File: config.mk
export PLATFORM = sky130hd
export DESIGN_NAME = fwd_scoreboard
export DESIGN_NICKNAME = d
export VERILOG_FILES = /design/src/rtl/fwd_scoreboard.sv
export SDC_FILE = /design/constraint.sdc
export NUM_CORES = 1
export LEC_CHECK = 0
export ABC_AREA = 1
export CAP_MARGIN = 20
export CORE_MARGIN = 1.5
export CORE_UTILIZATION = 53
export CTS_CLUSTER_DIAMETER = 100
export DETAILED_ROUTE_END_ITERATION = 16
export GPL_TIMING_DRIVEN = 0
export PLACE_DENSITY = 0.8
export SLEW_MARGIN = 15
export SYNTH_ARGS = -nofsm -noshare
export SYNTH_HDL_FRONTEND = slang
export SYNTH_SLANG_ARGS = --single-unit
File: constraint.sdc
create_clock -name clk_i -period 2.2 [get_ports clk_i]
set_clock_uncertainty 0.05 [all_clocks]
set_input_delay 0.44 -clock clk_i [delete_from_list [all_inputs] [get_ports clk_i]]
set_output_delay 0.44 -clock clk_i [all_outputs]
set_load 0.005 [all_outputs]
File: src/rtl/fwd_scoreboard.sv
// fwd_scoreboard: forwarding select and load-use stall unit beside the EX stage.
// A shift-register scoreboard remembers the last DEPTH instructions that left
// EX (destination, write-enable, result-ready countdown). Each EX source operand
// is steered to its youngest in-flight producer, and EX is held while that
// producer's result is still being produced.
module fwd_scoreboard #(
  parameter int REG_AW   = 5,
  parameter int NUM_SRC  = 2,
  parameter int DEPTH    = 3,
  parameter int LOAD_LAT = 1,
  parameter int CNT_W    = 16,
  localparam int SEL_W   = $clog2(DEPTH + 1)
) (
  input  logic                      clk_i,
  input  logic                      rst_i,
  input  logic                      ex_valid_i,
  input  logic                      ex_regwrite_i,
  input  logic                      ex_is_load_i,
  input  logic [REG_AW-1:0]         ex_rd_i,
  input  logic [NUM_SRC*REG_AW-1:0] ex_src_i,
  input  logic [NUM_SRC-1:0]        ex_src_used_i,
  input  logic                      flush_i,
  output logic [NUM_SRC*SEL_W-1:0]  fwd_sel_o,
  output logic                      stall_o,
  output logic [CNT_W-1:0]          stall_cnt_o
);

  // A countdown that only ever holds 0 still needs one bit of storage.
  localparam int RDY_W = (LOAD_LAT > 0) ? $clog2(LOAD_LAT + 1) : 1;

  typedef struct packed {
    logic              v;    // slot holds a real instruction
    logic              wr;   // instruction writes a register
    logic [REG_AW-1:0] rd;   // destination register
    logic [RDY_W-1:0]  rdy;  // cycles until the result can be forwarded
  } slot_t;

  // Slot 1 is EX/MEM, slot 2 is MEM/WB, and so on; lower index = younger.
  slot_t slots [1:DEPTH];

  logic [NUM_SRC-1:0] hazard;
  logic               issue;

  // Per-operand producer search: youngest matching slot wins, and its
  // readiness alone decides whether this operand causes a stall.
  always_comb begin
    // NOTE: every output of a combinational block gets a default first so no
    // path through the loop leaves it unassigned and infers a latch.
    fwd_sel_o = '0;
    hazard    = '0;
    for (int n = 0; n < NUM_SRC; n++) begin
      // Walk oldest to youngest so the youngest match is written last.
      for (int k = DEPTH; k >= 1; k--) begin
        if (slots[k].v && slots[k].wr && (slots[k].rd != '0) &&
            (slots[k].rd == ex_src_i[n*REG_AW +: REG_AW]) &&
            ex_src_used_i[n] && ex_valid_i) begin
          fwd_sel_o[n*SEL_W +: SEL_W] = SEL_W'(k);
          hazard[n]                   = (slots[k].rdy != '0);
        end
      end
    end
  end

  // A flush kills the EX instruction, so it can never be waiting on anything.
  assign stall_o = (|hazard) && !flush_i;

  // The EX instruction moves into slot 1 only when it is real, not killed and
  // not held; every other cycle slot 1 receives a bubble.
  assign issue = ex_valid_i && !flush_i && !stall_o;

  // Scoreboard shift: slot 1 takes EX (or a bubble), older slots age by one.
  always_ff @(posedge clk_i) begin
    if (rst_i) begin
      // NOTE: the scoreboard is a handful of flops, not a RAM, so every slot is
      // cleared; a stale valid bit after reset would create a phantom hazard.
      for (int k = 1; k <= DEPTH; k++) begin
        slots[k] <= '0;
      end
    end else begin
      // NOTE: non-blocking assignments make every slot read its neighbour's
      // pre-edge value, which is exactly the shift-register behaviour.
      if (issue) begin
        slots[1].v   <= 1'b1;
        slots[1].wr  <= ex_regwrite_i;
        slots[1].rd  <= ex_rd_i;
        slots[1].rdy <= ex_is_load_i ? RDY_W'(LOAD_LAT) : '0;
      end else begin
        slots[1] <= '0;
      end
      for (int k = 2; k <= DEPTH; k++) begin
        slots[k].v   <= slots[k-1].v;
        slots[k].wr  <= slots[k-1].wr;
        slots[k].rd  <= slots[k-1].rd;
        slots[k].rdy <= (slots[k-1].rdy != '0) ? slots[k-1].rdy - 1'b1 : '0;
      end
    end
  end

  // Saturating count of cycles in which EX was held.
  always_ff @(posedge clk_i) begin
    if (rst_i) begin
      stall_cnt_o <= '0;
    end else if (stall_o && (stall_cnt_o != '1)) begin
      stall_cnt_o <= stall_cnt_o + 1'b1;
    end
  end

endmodule

==> results of run 1 <==
==> metal layers <==
layer  part of all wire, %  track usage [%]  vias to the layer above
met3                   5.8             5.77                        9
li1                      -                -                     1345
met1                    45             34.0                     1214
met2                    48             45.2                       92
met5                     0                0                        -
met4                   1.3             9.01                        0
==> flip-flops by register name (all words and copies together) (netlist names) <==
signal	count
slots	22
stall_cnt_o	16
==> synth_stat cells (5+ instances only) <==
cell / instances
nor2_1: 61
nor3_1: 7
edfxtp_1: 8
inv_2: 7
xor2_1: 8
inv_1: 74
dfxtp_1: 30
nor2_2: 6
o21ai_0: 5
nand4_1: 20
nand2_1: 102
a21oi_1: 8
nand3_1: 30
==> layout make-up <==
cell class	instances	area, um2
multi-input cells	275	1380
inverters	82	308
repair buffers	51	452
fillers	380	1240
plain buffers	9	60.1
well taps	52	65.1
flip-flops and latches	38	841
clock buffers	7	76.3
==> how the worst max path moves through the flow <==
stage                                           from            to  slack, ns  cells after the start
final                                    ex_src_i[3]  fwd_sel_o[0]      0.006                      8
after global routing      slots[0][13]$_SDFFCE_PP0P_       stall_o       -0.1                      8
after CTS                 slots[0][12]$_SDFFCE_PP0P_  fwd_sel_o[1]      0.001                     10
after detailed placement                 ex_src_i[8]  fwd_sel_o[3]      -0.72                      6
after global placement                   ex_src_i[6]  fwd_sel_o[3]      -0.70                      6
after floorplan                          ex_src_i[8]  fwd_sel_o[3]       0.51                      4
==> critical path, cell delays in order <==
cell           delay, ns
dlygate4sd2_1       0.27
inv_2               0.12
or2_2               0.12
nand4_1             0.07
nor3_1              0.14
nand4_1             0.15
o21ai_0             0.16
dlygate4sd2_1       0.25
==> through the flow <==
step,hold WS [ns],utilization (%)
6_report,0.375,72.0
3_3_place_gp,0.365,67.7
3_5_place_dp,0.367,67.7
4_1_cts,0.376,71.7
5_1_grt,0.414,72.0
2_1_floorplan,0.353,-
==> power by group through the flow <==
| stage | registers, W | clock network, W | logic [W] |
|---|---|---|---|
| 2_1_floorplan | 0.000764 | 0 | 0.000129 |
| 3_3_place_gp | 0.000767 | 0 | 0.000206 |
| 3_5_place_dp | 0.000768 | 0 | 0.000211 |
| 4_1_cts | 0.000751 | 0.000470 | 0.000223 |
| 5_1_grt | 0.000756 | 0.000498 | 0.000263 |
| 6_report | 0.000753 | 0.000468 | 0.000236 |
==> repair_timing <==
action	4_1_cts	5_1_grt
buffers inserted	7	2
endpoints found under the setup margin	5	5
pin swaps	12	10
resized for setup	61	20
==> kinds of logic after synthesis <==
group           after synthesis
compound gates               20
xor+xnor                     11
fa+ha+maj                     1
buf+inv                      91
flops                        38
other cells                   1
simple gates                235
==> flow_summary_export.csv, run 1 <==
group,metric,value,unit
outcome,outcome,"finished, final reports clean",
placement,gp_congestion,0.913,
yosys,syn_area,2470,um2
routing,wl,6.51,mm
worst_setup_path,r2r_setup_slack,0.32,ns
yosys,synth_compound_area_share,4.65,%
global_route,grt_overflow,0,
hold_path,hp-start,"slots[0][22]$_SDFF_PP0_",
power_and_ir_drop,p_per_area,458,nW/um2
power_and_ir_drop,finalPower,0.00146,W
placement,dp.cells,498,
clocking,htreeDepth,2,
timing,setup_slack,0.00552,ns
routing,via_count,2660,
finish,layout_commonest_cell,"nand2_1",
yosys,synth_top_family_by_area,"simple AND/OR/NAND/NOR gates",
power_and_ir_drop,leakage,1.54,nW
power_and_ir_drop,ir_worst_vdd,0.000332,V
clocking,clk_latency,0.30,ns
yosys,synth_mux_area_share,0,%
power_and_ir_drop,p_seq_share,51.7,%
yosys,yosysSeqAreaShare,34.0,%
yosys,synth_simple_gate_area_share,42.1,%
floorplan,die_w,71.3,um
power_and_ir_drop,p_sw,0.000410,W
routing,remaining_drc_errors,0,
timing,fin_crit,2.19,ns
finish,area_growth,28.4,%
worst_setup_path,worstReg2RegEnd,"slots[0][14]$_SDFFCE_PP0P_",
timing,hold_viol_final,0,
global_route,grtUsageTotal,26.8,%
worst_setup_path,reg2reg_depth,9,
timing,maxSlewViolCount,0,
clocking,clkSlewWorstSetupHoldPaths,0.08,ns
yosys,ys_ff_latch,38,
clocking,cts_sinks,38,
worst_setup_path,r2r-start,"slots[0][12]$_SDFFCE_PP0P_",
placement,hpwl,4.64,mm
finish,antenna_cells,0,
worst_setup_path,worstSetupStartpointType,"input port",
global_route,antenna_found_initial,0,
worst_setup_path,cp-end-kind,"output port",
global_route,grt_pass1_wl,10.8,mm
timing,setup_viol,0,
finish,final_cells,514,
floorplan,dieArea,5090,um2
yosys,synth-edff-count,8,
yosys,yosys.area.top_type,"dfxtp_1",
yosys,synth.area.top_cells,"dfxtp_1 24%, nand2_1 15%, inv_1 11%",
yosys,syn_inst,397,
timing,rsz0062_at_grt,"true",
finish,final_cell_mix,"99 x nand2_1, 71 x inv_1, 59 x nor2_1",
worst_setup_path,critPathMaxFanout,6,
worst_setup_path,crit_type,"in -> out",
global_route,grt_pass1_vias,2467,
placement,place_area,2990,um2
placement,pre_cts_ws,-0.722,ns
floorplan,start_util,56.1,%
finish,fin_nets,486,
routing,viasPerCell,5.18,
power_and_ir_drop,sw_frac_of_total,28.2,%
hold_path,whs_endpoint,"slots[0][30]$_SDFF_PP0_",
yosys,synthXorXnorAreaFrac,3.89,%
routing,antenna_left,0,
routing,dr.pass1.iters,5,
clocking,cts_tree,"built",
clocking,cts_root_buffer,"clkbuf_8",
yosys,synth_top_area_share,24.3,%
clocking,numCtsBuffers,5,
timing,fin_tns_setup,0,ns
hold_path,hold_path_class,"reg -> reg",
timing,max_freq,0.456,GHz
routing,drt_iter0_markers,245,
routing,avgRoutedWirePerCell,12.7,um
clocking,hold_buffers,0,
floorplan,die_h,71.3,um
yosys,syn_area_per_cell,6.23,um2
yosys,yosysUniqueCellTypes,33,
power_and_ir_drop,internal_power,0.00105,W
finish,final_area,3180,um2
flow_run,cap_violations,0,
yosys,synthAdderAreaFrac,0.506,%
floorplan,num_rows,24,
finish,drive_above_1_share,16.0,%
floorplan,core-area,4410,um2
worst_setup_path,cp.arrival,1.70,ns
floorplan,io_pins,44,
worst_setup_path,required,1.71,ns
timing,fin_crit_sh,99.7,%
global_route,grt_max_degree,11,
power_and_ir_drop,power_frac_clock,32.1,%
yosys,ys_warn_count,0,
hold_path,whs_path_depth,2,
placement,numPortBuffers,42,
power_and_ir_drop,combPwrFrac,16.2,%
clocking,cts_max_path_buffers,2,
yosys,ys.flop_type,"dfxtp_1",
yosys,async_flop_share,0,%
(Power assumes the default switching activity.)
==> run 2: changes to the inputs <==
--- a/config.mk
+++ b/config.mk
@@ -13,6 +13,7 @@
 export DETAILED_ROUTE_END_ITERATION = 16
 export GPL_TIMING_DRIVEN = 0
 export PLACE_DENSITY = 0.8
+export SKIP_CTS_REPAIR_TIMING = 1
 export SLEW_MARGIN = 15
 export SYNTH_ARGS = -nofsm -noshare
 export SYNTH_HDL_FRONTEND = slang
==> flow_summary_export.csv, run 2 (synthesis gave the netlist of run 1 again) <==
group,metric,value,unit
worst_setup_path,required,1.71,ns
floorplan,die_h,71.3,um
hold_path,hold_path_class,"reg -> reg",
timing,relSlewSlack,64.6,%
floorplan,num_rows,24,
finish,fin_nets,486,
floorplan,start_util,56.1,%
global_route,grt_pass1_wl,10.3,mm
timing,worst_pin_slew,0.530,ns
global_route,grtUsageTotal,25.4,%
global_route,antenna_found_initial,0,
timing,setup_viol,0,
clocking,clk_latency,0.29,ns
clocking,clkSlewWorstSetupHoldPaths,0.08,ns
floorplan,die_w,71.3,um
placement,hpwl,4.64,mm
timing,setup_slack,0.0425,ns
floorplan,dieArea,5090,um2
routing,wl,6.37,mm
power_and_ir_drop,sw_frac_of_total,27.5,%
placement,numPortBuffers,42,
worst_setup_path,worstSetupStartpointType,"input port",
routing,wl_met3,439,um
power_and_ir_drop,leakage,1.67,nW
routing,via_count,2622,
power_and_ir_drop,p_seq_share,52.1,%
routing,top_layer,"met4",
routing,antenna_left,0,
worst_setup_path,cp.arrival,1.67,ns
finish,fillCellCount,370,
power_and_ir_drop,finalPower,0.00144,W
timing,fin_tns_setup,0,ns
clocking,cts_max_path_buffers,2,
power_and_ir_drop,p_sw,0.000398,W
finish,final_core_util,72.8,%
finish,largest_reg_flops,22,
timing,fin_crit,2.16,ns
global_route,grt_max_degree,11,
flow_run,cap_violations,0,
placement,pre_cts_ws,-0.722,ns
routing,route.met2.wl,3.00,mm
timing,maxSlewViolCount,0,
clocking,cts_root_buffer,"clkbuf_8",
placement,gp_congestion,0.913,
worst_setup_path,crit_type,"in -> out",
finish,seq_area,841,um2
timing,hold_viol_final,0,
power_and_ir_drop,ir_worst_vdd,0.000329,V
clocking,numCtsBuffers,5,
global_route,grt_overflow,0,
routing,remaining_drc_errors,0,
routing,wl_met1,2.84,mm
finish,reg_top3,"slots: 22 flops, stall_cnt_o: 16 flops",
finish,regMostFlops,"slots",
routing,avgRoutedWirePerCell,12.4,um
power_and_ir_drop,power_frac_clock,31.9,%
clocking,htreeDepth,2,
timing,max_freq,0.463,GHz
outcome,outcome,"finished, final reports clean",
floorplan,core-area,4410,um2
routing,viasPerCell,5.10,
finish,antenna_cells,0,
routing,dr.pass1.iters,5,
finish,multiInputGateArea,1360,um2
timing,fin_crit_sh,98.1,%
clocking,cts_tree,"built",
floorplan,io_pins,44,
finish,layout_commonest_cell,"nand2_1",
finish,drive_above_1_share,13.9,%
global_route,grt_pass1_vias,2356,
routing,drt_iter0_markers,262,
timing,rsz0062_at_grt,"true",
power_and_ir_drop,combPwrFrac,16.0,%
clocking,cts_sinks,38,
power_and_ir_drop,p_per_area,449,nW/um2
worst_setup_path,cp-end-kind,"output port",
worst_setup_path,critPathMaxFanout,6,
finish,area_growth,29.9,%
power_and_ir_drop,internal_power,0.00105,W
finish,final_cell_mix,"99 x nand2_1, 70 x inv_1, 59 x nor2_1",
## run 2: changes by cell type in the layout (fill, tap and decap cells not counted), sizes merged
cell           previous run  this run
buf                      21        15
clkbuf                   13        14
clkdlybuf4s15             4         0
dlygate4sd2               4         0
dlymetal6s2s              0        13
## run 2: critical path, cell delays in order
cell and delay, ns:
dlymetal6s2s_1 0.25, inv_2 0.08, nand2_1 0.09, o21ai_0 0.10
a21oi_1 0.19, nand3_2 0.15, buf_6 0.14, a21boi_2 0.11
clkbuf_2 0.11
## run 2: per-layer routing
| metal | vias up | global-route usage, % |
|---|---|---|
| met1 | 1177 | 33.6 |
| met2 | 90 | 41.8 |
| li1 | 1346 | - |
| met5 | - | 0 |
| met4 | 0 | 7.97 |
| met3 | 9 | 5.20 |
## run 2: final cells by class
class	count	share of cell area, %
Multi-Input combinational cell	275	42.2
Sequential cell	38	26.1
Timing Repair Buffer	51	15.8
Inverter	82	9.57
Clock buffer	7	2.37
Tap cell	52	2.02
Buffer	9	1.87
## run 2: per-stage QoR
step,instance area [um2],instances,hold WS (ns)
global placement,2990,498,0.365
CTS,3060,505,0.376
finish,3220,514,0.376
detailed placement,2990,498,0.367
floorplan,2500,404,0.353
global route,3220,514,0.404
## run 2: power by group through the flow
stage | sequential [W] | combinational (W) | clock [W]
finish | 0.000752 | 0.000232 | 0.000461
global route | 0.000756 | 0.000259 | 0.000498
CTS | 0.000751 | 0.000212 | 0.000470
detailed placement | 0.000768 | 0.000211 | 0
global placement | 0.000767 | 0.000206 | 0
floorplan | 0.000764 | 0.000129 | 0
## run 2: path summary, 6_finish.rpt
check,start,end,slack [ns],depth (start not counted)
min reg2reg,slots[0][22]$_SDFF_PP0_,slots[0][30]$_SDFF_PP0_,0.38,2
max,ex_src_i[5],stall_o,0.04,9
max reg2reg,slots[0][13]$_SDFFCE_PP0P_,slots[0][14]$_SDFFCE_PP0P_,0.37,10
min,slots[0][22]$_SDFF_PP0_,slots[0][30]$_SDFF_PP0_,0.38,2
